==> config.mk <==
export PLATFORM = sky130hd
export DESIGN_NAME = commit_break_trigger
export DESIGN_NICKNAME = d
export VERILOG_FILES = /design/src/rtl/break_trig_pkg.sv /design/src/rtl/commit_matcher.sv /design/src/rtl/commit_break_trigger.sv
export SDC_FILE = /design/constraint.sdc
export NUM_CORES = 1
export LEC_CHECK = 0
export CAP_MARGIN = 20
export CORE_MARGIN = 4
export CORE_UTILIZATION = 38
export DETAILED_ROUTE_END_ITERATION = 8
export PLACE_DENSITY = 0.63
export SLEW_MARGIN = 15
export SYNTH_ARGS = -nofsm -noshare
export SYNTH_HDL_FRONTEND = slang
export SYNTH_SLANG_ARGS = --single-unit
export TNS_END_PERCENT = 5
==> constraint.sdc <==
create_clock -name sys_clk -period 4.6 [get_ports sys_clk]
set_input_delay 0.69 -clock sys_clk [delete_from_list [all_inputs] [get_ports sys_clk]]
set_output_delay 0.69 -clock sys_clk [all_outputs]
set_load 0.005 [all_outputs]
==> src/rtl/break_trig_pkg.sv <==
// Shared encodings for the commit-stream breakpoint trigger:
// trigger modes and FSM states.
package break_trig_pkg;

    typedef enum logic [1:0] {
        MODE_PC      = 2'd0,
        MODE_CNT     = 2'd1,
        MODE_DATA    = 2'd2,
        MODE_PC_DATA = 2'd3
    } mode_e;

    typedef enum logic [1:0] {
        IDLE  = 2'd0,
        ARMED = 2'd1,
        FIRED = 2'd2
    } trig_state_e;

endpackage

==> src/rtl/commit_matcher.sv <==
// Combinational hit/fire decision for one commit, evaluated against
// the latched (shadow) trigger configuration.
module commit_matcher
    import break_trig_pkg::*;
#(
    parameter int unsigned XLEN  = 64,
    parameter int unsigned CNT_W = 64
) (
    input  mode_e             mode,
    input  logic [XLEN-1:0]   cfg_pc,
    input  logic [XLEN-1:0]   cfg_data,
    input  logic [CNT_W-1:0]  cfg_count,
    input  logic [XLEN-1:0]   commit_pc,
    input  logic [XLEN-1:0]   commit_wdata,
    input  logic [CNT_W-1:0]  commit_cnt,
    input  logic [CNT_W-1:0]  hit_cnt,
    output logic              hit,
    output logic              fire
);

    logic             pc_eq;
    logic             data_eq;
    logic [CNT_W:0]   next_cnt;
    logic [CNT_W:0]   cnt_target;

    always_comb begin
        pc_eq    = (commit_pc == cfg_pc);
        data_eq  = (commit_wdata == cfg_data);
        // One extra bit so a saturated commit_cnt never wraps into a false match.
        next_cnt = {1'b0, commit_cnt} + {{CNT_W{1'b0}}, 1'b1};
        if (cfg_count == '0)
            cnt_target = {{CNT_W{1'b0}}, 1'b1};
        else
            cnt_target = {1'b0, cfg_count};

        hit = 1'b0;
        case (mode)
            MODE_PC:      hit = pc_eq;
            MODE_CNT:     hit = (next_cnt == cnt_target);
            MODE_DATA:    hit = data_eq;
            MODE_PC_DATA: hit = pc_eq && data_eq;
            default:      hit = 1'b0;
        endcase

        fire = hit && ((mode == MODE_CNT) || (hit_cnt == cfg_count));
    end

endmodule

==> src/rtl/commit_break_trigger.sv <==
// Commit-stream breakpoint trigger: arms on host config, watches commits,
// raises and holds difftest_break until acknowledged or disarmed.
module commit_break_trigger
    import break_trig_pkg::*;
#(
    parameter int unsigned XLEN  = 64,
    parameter int unsigned CNT_W = 64
) (
    input  logic              sys_clk,
    input  logic              sys_resetn,
    input  logic              cfg_arm,
    input  logic              cfg_disarm,
    input  logic [1:0]        cfg_mode,
    input  logic [XLEN-1:0]   cfg_pc,
    input  logic [XLEN-1:0]   cfg_data,
    input  logic [CNT_W-1:0]  cfg_count,
    input  logic              commit_valid,
    input  logic [XLEN-1:0]   commit_pc,
    input  logic [XLEN-1:0]   commit_wdata,
    input  logic              break_ack,
    output logic              difftest_break,
    output logic [XLEN-1:0]   break_pc,
    output logic [XLEN-1:0]   break_wdata,
    output logic [CNT_W-1:0]  commit_cnt,
    output logic [1:0]        trig_state
);

    trig_state_e       state;
    mode_e             sh_mode;
    logic [XLEN-1:0]   sh_pc;
    logic [XLEN-1:0]   sh_data;
    logic [CNT_W-1:0]  sh_count;
    logic [CNT_W-1:0]  hit_cnt;
    logic              hit;
    logic              fire;

    commit_matcher #(
        .XLEN  (XLEN),
        .CNT_W (CNT_W)
    ) u_matcher (
        .mode         (sh_mode),
        .cfg_pc       (sh_pc),
        .cfg_data     (sh_data),
        .cfg_count    (sh_count),
        .commit_pc    (commit_pc),
        .commit_wdata (commit_wdata),
        .commit_cnt   (commit_cnt),
        .hit_cnt      (hit_cnt),
        .hit          (hit),
        .fire         (fire)
    );

    assign trig_state = state;

    always_ff @(posedge sys_clk or negedge sys_resetn) begin
        if (!sys_resetn) begin
            state          <= IDLE;
            difftest_break <= 1'b0;
            break_pc       <= '0;
            break_wdata    <= '0;
            commit_cnt     <= '0;
            hit_cnt        <= '0;
            sh_mode        <= MODE_PC;
            sh_pc          <= '0;
            sh_data        <= '0;
            sh_count       <= '0;
        end else if (cfg_disarm) begin
            // Disarm outranks arm, ack and any firing commit in the same cycle.
            state          <= IDLE;
            difftest_break <= 1'b0;
        end else begin
            case (state)
                IDLE: begin
                    if (cfg_arm) begin
                        state      <= ARMED;
                        sh_mode    <= mode_e'(cfg_mode);
                        sh_pc      <= cfg_pc;
                        sh_data    <= cfg_data;
                        sh_count   <= cfg_count;
                        commit_cnt <= '0;
                        hit_cnt    <= '0;
                    end
                end
                ARMED: begin
                    if (cfg_arm) begin
                        sh_mode    <= mode_e'(cfg_mode);
                        sh_pc      <= cfg_pc;
                        sh_data    <= cfg_data;
                        sh_count   <= cfg_count;
                        commit_cnt <= '0;
                        hit_cnt    <= '0;
                    end else if (commit_valid) begin
                        if (commit_cnt != '1)
                            commit_cnt <= commit_cnt + {{(CNT_W-1){1'b0}}, 1'b1};
                        if (fire) begin
                            state          <= FIRED;
                            difftest_break <= 1'b1;
                            break_pc       <= commit_pc;
                            break_wdata    <= commit_wdata;
                        end else if (hit && (sh_mode != MODE_CNT)) begin
                            hit_cnt <= hit_cnt + {{(CNT_W-1){1'b0}}, 1'b1};
                        end
                    end
                end
                FIRED: begin
                    if (break_ack) begin
                        state          <= IDLE;
                        difftest_break <= 1'b0;
                    end
                end
                default: begin
                    state          <= IDLE;
                    difftest_break <= 1'b0;
                end
            endcase
        end
    end

endmodule

==> flow_metrics.py, run 1 <==
metrics = {
    "run_status": {
        "status": "finished, final reports clean",
    },
    "placement": {
        "dp_hpwl_mm": 71.13,
        "place.gp.congestion": 0.9681,
        "placement.cell_area_um2": 30390,
        "preCtsSetupSlack_ns": -0.2718,
        "port_buffers": 522,
        "place_inst": 3456,
    },
    "global_route": {
        "grt_max_degree": 91,
        "use_met2_pct": 44.47,
        "grt_pass1_vias": 20320,
        "use_met1_pct": 33.28,
        "antenna_found_initial": 29,
        "grt_usage_pct": 26.85,
        "grt_pass1_wl_mm": 134.7,
        "grt_use_met3_pct": 8.427,
        "busiest_layer": "met2",
        "grt-ovfl-total": 0,
    },
    "floorplan": {
        "die_y_um": 256.9,
        "io_pins": 523,
        "core_region_area_um2": 60810,
        "die_area_um2": 66000,
        "die_w_um": 256.9,
        "initial_core_util_pct": 38.72,
        "rows": 90,
    },
    "yosys": {
        "ys_async_sr_fraction_pct": 100.0,
        "synth-warning-count": 0,
        "netlist_area_um2": 23540,
        "syn_avg_cell_area_um2": 11.16,
        "ys_seq_area_share_pct": 48.15,
        "synth_edf_count": 0,
        "yosysUniqueCellTypes": 61,
        "synth_flop_cell": "dfrtp_1",
        "synth_nets": 2440,
        "ys_seq_elements": 453,
        "syn_inst": 2110,
    },
    "layout": {
        "fin_util_pct": 53.33,
        "area_growth_syn_to_layout_pct": 37.75,
        "multi_input_area_um2": 11620,
        "n_fill_cell": 5427,
        "drive_gt1_share_pct": 19.66,
        "fin_cells": 3574,
        "finalNetCount": 3070,
        "register_area_um2": 11340,
        "final_area_um2": 32430,
    },
    "critical_path": {
        "worstSetupStartpointType": "flop",
        "worstSetupPathType": "reg -> reg",
        "cp_max_fo": 8,
        "crit_arrival_ns": 5.00,
        "worst-endpoint-required_ns": 5.10,
        "end_kind": "flop",
    },
    "drt": {
        "ant_nets": 0,
        "first_pass_iters": 6,
        "drt-initial-drc-count": 1594,
        "wl_per_cell_um": 25.87,
        "num_vias": 19640,
        "routed_wl_mm": 92.47,
        "drc": 0,
        "drt-vias-per-instance": 5.495,
    },
    "clocking": {
        "cts_buffer_depth": 3,
        "cts_htree_levels": 2,
        "cts_tree": "yes",
        "root_buffer": "clkbuf_16",
        "clock_latency_ns": 0.62,
        "cts_buffers": 51,
        "cts_sinks": 453,
        "path_clk_slew_ns": 0.06,
    },
    "power": {
        "power.internal_mw": 7.419,
        "p_seq_share_pct": 44.9,
        "p_switching_mw": 2.703,
        "cellLeakagePower_nw": 13.36,
        "power.clock.fraction_pct": 40.7,
        "combPwrFrac_pct": 14.4,
        "power_density_nw_per_um2": 312.1,
        "p_sw_share_pct": 26.70,
        "vdd_ir_drop_max_uv": 256.1,
    },
    "sta": {
        "period_share_pct": 97.88,
        "fmax_mhz": 222.1,
        "max_slew_margin_pct": 40.86,
        "worstMarginPinSlew_ns": 0.8847,
        "fin_skew_ns": 0.03818,
        "whs_ns": 0.1227,
        "drv_slew": 0,
        "hold_viol": 0,
        "period_minus_slack_ns": 4.502,
        "timing.final.ws_setup_ns": 0.09771,
        "setup_violations": 0,
    },
    "flow_run": {
        "drv_cap": 0,
    },
    "min_path": {
        "hp-class": "in -> async",
    },
}
power by group through the flow:
stage,Combinational (mW),Clock (mW),Sequential (mW)
after floorplan,0.730,0,4.49
after global placement,1.43,0,4.60
after detailed placement,1.44,0,4.61
after CTS,1.45,4.19,4.54
after global routing,1.57,4.37,4.57
final,1.45,4.12,4.55
cells in the final DEF, fill, tap and decap left out, types with 15 or more instances in the layout:
cell,instances
xor2_1,152
mux2_1,30
and2_1,22
clkbuf_16,58
dfrtp_1,453
inv_1,33
a21oi_1,41
nand4_1,75
o21ai_0,124
clkdlybuf4s50_1,521
o31ai_1,34
nor2_1,140
mux2_4,90
nand3_1,60
nor3_1,40
nand2_1,119
diode_2,15
and3_1,31
or3_1,27
xnor2_1,160
buf_4,132
clkbuf_8,16
mux2_2,194
nor4_1,60
critical path, stage by stage (launching register included):
cell,delay (ns)
dfrtp_1,0.37
nand4_2,0.16
buf_4,0.20
or4_1,0.63
nor3_4,0.24
nand2_1,0.12
nor2_1,0.24
xnor2_1,0.09
or4_1,0.57
nor4_4,0.29
buf_4,0.16
a41oi_2,0.16
nor3_4,0.38
clkbuf_16,0.28
clkbuf_16,0.18
mux2_2,0.32
final timing paths:
path                                start              end  slack (ns)  depth (start not counted)
setup / recovery            commit_cnt[8]  break_wdata[23]         0.1                         15
hold / removal                 sys_resetn   commit_cnt[53]        0.12                          1
setup reg to reg            commit_cnt[8]  break_wdata[23]         0.1                         15
hold reg to reg            break_wdata[4]   break_wdata[4]        0.50                          1
max in group asynchronous      sys_resetn     sh_count[35]        3.35                          2
min in group sys_clk       break_wdata[4]   break_wdata[4]        0.50                          1
registers in the layout, indices dropped and copies added, names as in the netlist:
signal	flops
break_wdata	64
break_pc	64
trig_state	2
difftest_break	1
sh_count	64
sh_mode	2
sh_data	64
hit_cnt	64
commit_cnt	64
sh_pc	64
area by class of cell:
cell class / instances / share of cell area, %
clock buffer: 79 / 4.819
tap: 782 / 3.017
clock inverter: 11 / 0.3588
timing repair buffer: 674 / 20.52
multi-input combinational: 1527 / 35.83
inverter: 33 / 0.3819
antenna: 15 / 0.1157
sequential: 453 / 34.95
synthesized netlist by cell type, types with 10 or more instances:
library cell	number	area (um^2)
mux2_2	194	2185
xnor2_1	160	1401
and4_1	11	96.34
nor3_1	41	205.2
buf_12	11	220.2
mux2_4	90	1351
nand2_1	119	446.7
and2_1	23	143.9
clkbuf_1	79	296.5
nand4_1	75	469.2
nor4_1	66	412.9
mux2_1	30	337.8
and3_1	31	193.9
xor2_1	153	1340
nand3b_1	10	75.07
or3_1	27	168.9
o21ai_0	125	625.6
o31ai_1	34	255.2
nand3_1	61	305.3
dfrtp_1	453	11340
a21oi_1	41	205.2
inv_1	33	123.9
nor2_1	141	529.3
nand2b_1	11	68.82
metal layers:
layer,vias up,wire [um]
li1,8784,-
met1,9746,36450
met2,884,44190
met3,200,8045
met4,26,3607
met5,-,172
cell families (layout without fill, tap and decap cells):
| family | Yosys count | after routing | share of synthesized area [%] |
|---|---|---|---|
| simple gates | 650 | 650 | 14.47 |
| other cells | 0 | 15 | 0 |
| fa+ha+maj | 2 | 2 | 0.1063 |
| xor+xnor | 313 | 313 | 11.64 |
| compound gates | 248 | 248 | 6.234 |
| mux | 314 | 314 | 16.45 |
| buf+inv | 130 | 797 | 2.949 |
| flops | 453 | 453 | 48.15 |
per-stage QoR:
stage	setup TNS [ns]	power [mW]
floorplan	0	5.224
global placement	-17.78	6.030
detailed placement	-29.83	6.053
CTS	0	10.18
global route	-5.953	10.50
finish	0	10.12
what timing repair did:
item / CTS / global route
gates resized for setup: 1 / 20
setup buffers: 0 / 7
hold buffers: 0 / 0
endpoints found under the setup margin: 13 / 112
cloned: 0 / 6
pin swaps: 0 / 6
Note: power is estimated with default switching activity, not from simulation.
==> run 2, diff against run 1 <==
- CORE_UTILIZATION: 38 -> 40
- PLACE_DENSITY: 0.63 -> 0.66
==> flow_metrics.py, run 2 (same netlist as run 1, synthesis figures left out) <==
metrics = {
    "power": {
        "fin_total_pwr_mw": 10.41,
        "cellLeakagePower_nw": 13.43,
        "vdd_ir_drop_max_uv": 286.0,
        "power_density_nw_per_um2": 319.9,
    },
    "critical_path": {
        "crit_arrival_ns": 4.97,
        "end_kind": "flop",
        "cp_max_fo": 11,
        "worst-endpoint-required_ns": 5.10,
        "worstSetupStartpointType": "flop",
        "worstSetupPathType": "reg -> reg",
    },
    "sta": {
        "fmax_mhz": 223.6,
        "max_slew_margin_pct": 42.02,
        "period_share_pct": 97.24,
        "period_minus_slack_ns": 4.473,
        "worstMarginPinSlew_ns": 0.8665,
        "setup_violations": 0,
        "hold_viol": 0,
        "fin_skew_ns": 0.01954,
        "drv_slew": 0,
    },
    "drt": {
        "drt-initial-drc-count": 1458,
        "first_pass_iters": 5,
        "num_vias": 19620,
        "drc": 0,
        "drt-vias-per-instance": 5.518,
        "ant_nets": 0,
        "wl_per_cell_um": 26.39,
        "routed_wl_mm": 93.84,
    },
    "global_route": {
        "grt_pass1_wl_mm": 135.6,
        "grt_max_degree": 95,
        "grt_usage_pct": 28.64,
        "antenna_found_initial": 42,
        "grt-ovfl-total": 0,
        "grt_pass1_vias": 20180,
    },
    "clocking": {
        "cts_tree": "yes",
        "path_clk_slew_ns": 0.06,
        "cts_sinks": 453,
        "root_buffer": "clkbuf_16",
        "cts_htree_levels": 2,
        "cts_buffer_depth": 3,
        "cts_buffers": 52,
        "clock_latency_ns": 0.62,
    },
    "placement": {
        "placement.cell_area_um2": 30400,
        "dp_hpwl_mm": 72.57,
        "port_buffers": 522,
        "place.gp.congestion": 1.006,
    },
    "run_status": {
        "status": "finished, final reports clean",
    },
    "layout": {
        "area_growth_syn_to_layout_pct": 38.18,
        "register_area_um2": 11340,
        "multi_input_area_um2": 11620,
        "final_common_cell": "clkdlybuf4s50_1",
        "n_fill_cell": 5031,
        "drive_gt1_share_pct": 19.98,
        "finalNetCount": 3067,
        "final_cell_mix": "521 x clkdlybuf4s50_1, 453 x dfrtp_1, 194 x mux2_2",
        "final_area_um2": 32530,
    },
    "floorplan": {
        "io_pins": 523,
        "die_w_um": 250.6,
        "rows": 88,
        "die_y_um": 250.6,
        "initial_core_util_pct": 40.57,
        "die_area_um2": 62810,
        "core_region_area_um2": 58030,
    },
    "flow_run": {
        "drv_cap": 0,
    },
    "min_path": {
        "hp-class": "in -> async",
    },
}
run 2: final timing paths:
| path | startpoint | to | slack [ns] | depth (start not counted) |
|---|---|---|---|---|
| hold / removal | sys_resetn | commit_cnt[21] | 0.15 | 1 |
| max in group asynchronous | sys_resetn | commit_cnt[50] | 3.42 | 2 |
| min in group sys_clk | break_wdata[11] | break_wdata[11] | 0.49 | 1 |
| hold reg to reg | break_wdata[11] | break_wdata[11] | 0.49 | 1 |
| setup / recovery | commit_cnt[8] | break_pc[27] | 0.13 | 16 |
| setup reg to reg | commit_cnt[8] | break_pc[27] | 0.13 | 16 |
run 2: per-layer routing:
metal | global-route usage (%) | share of wire, %
met4 | 10.41 | 3.7
met3 | 9.366 | 9.1
met5 | 0 | 0.28
met1 | 34.69 | 39
met2 | 47.89 | 48
run 2: cell type report:
| cell class | instances | share of cell area, % |
|---|---|---|
| antenna | 13 | 0.1000 |
| inverter | 33 | 0.3808 |
| clock inverter | 25 | 0.9307 |
| tap | 765 | 2.942 |
| timing repair buffer | 670 | 20.40 |
| clock buffer | 70 | 4.669 |
| multi-input combinational | 1527 | 35.73 |
| sequential | 453 | 34.84 |
run 2: through the flow:
step	setup slack (ns)	hold WS, ns	util, %	TNS [ns]	std cells
finish	0.1268	0.1494	56.07	0	3556
global route	-0.03277	0.1940	56.05	-0.8342	3552
CTS	0.00006661	0.1763	55.52	0	3534
detailed placement	0.01167	0.4774	52.38	0	3439
global placement	0.03016	0.4695	52.38	0	3439
floorplan	0.3120	0.3944	-	0	2110
run 2: power by group:
group	total, mW	switching (mW)	leakage (nW)	internal, mW
clock network	4.40	1.80	0.905	2.60
logic	1.47	0.674	6.62	0.794
registers	4.54	0.300	5.90	4.24
total	10.4	2.77	13.4	7.64
run 2: worst max-delay path: stages (launching register included):
cell,delay (ns)
dfrtp_1,0.37
nand4_2,0.13
buf_4,0.20
or4_1,0.61
nor3_2,0.30
buf_4,0.25
nand4_1,0.27
xnor2_1,0.23
a31oi_1,0.15
nand4_1,0.17
nor4_4,0.37
a41oi_2,0.21
nor3_4,0.24
buf_6,0.16
clkbuf_16,0.19
clkbuf_16,0.20
mux2_4,0.30
run 2: timing repair:
| item | 4_1_cts | 5_1_grt |
|---|---|---|
| setup buffers | 0 | 4 |
| setup endpoints to repair | 0 | 127 |
| hold buffers | 0 | 0 |
| hold endpoints to repair | 0 | 0 |
| resized for setup | 0 | 22 |
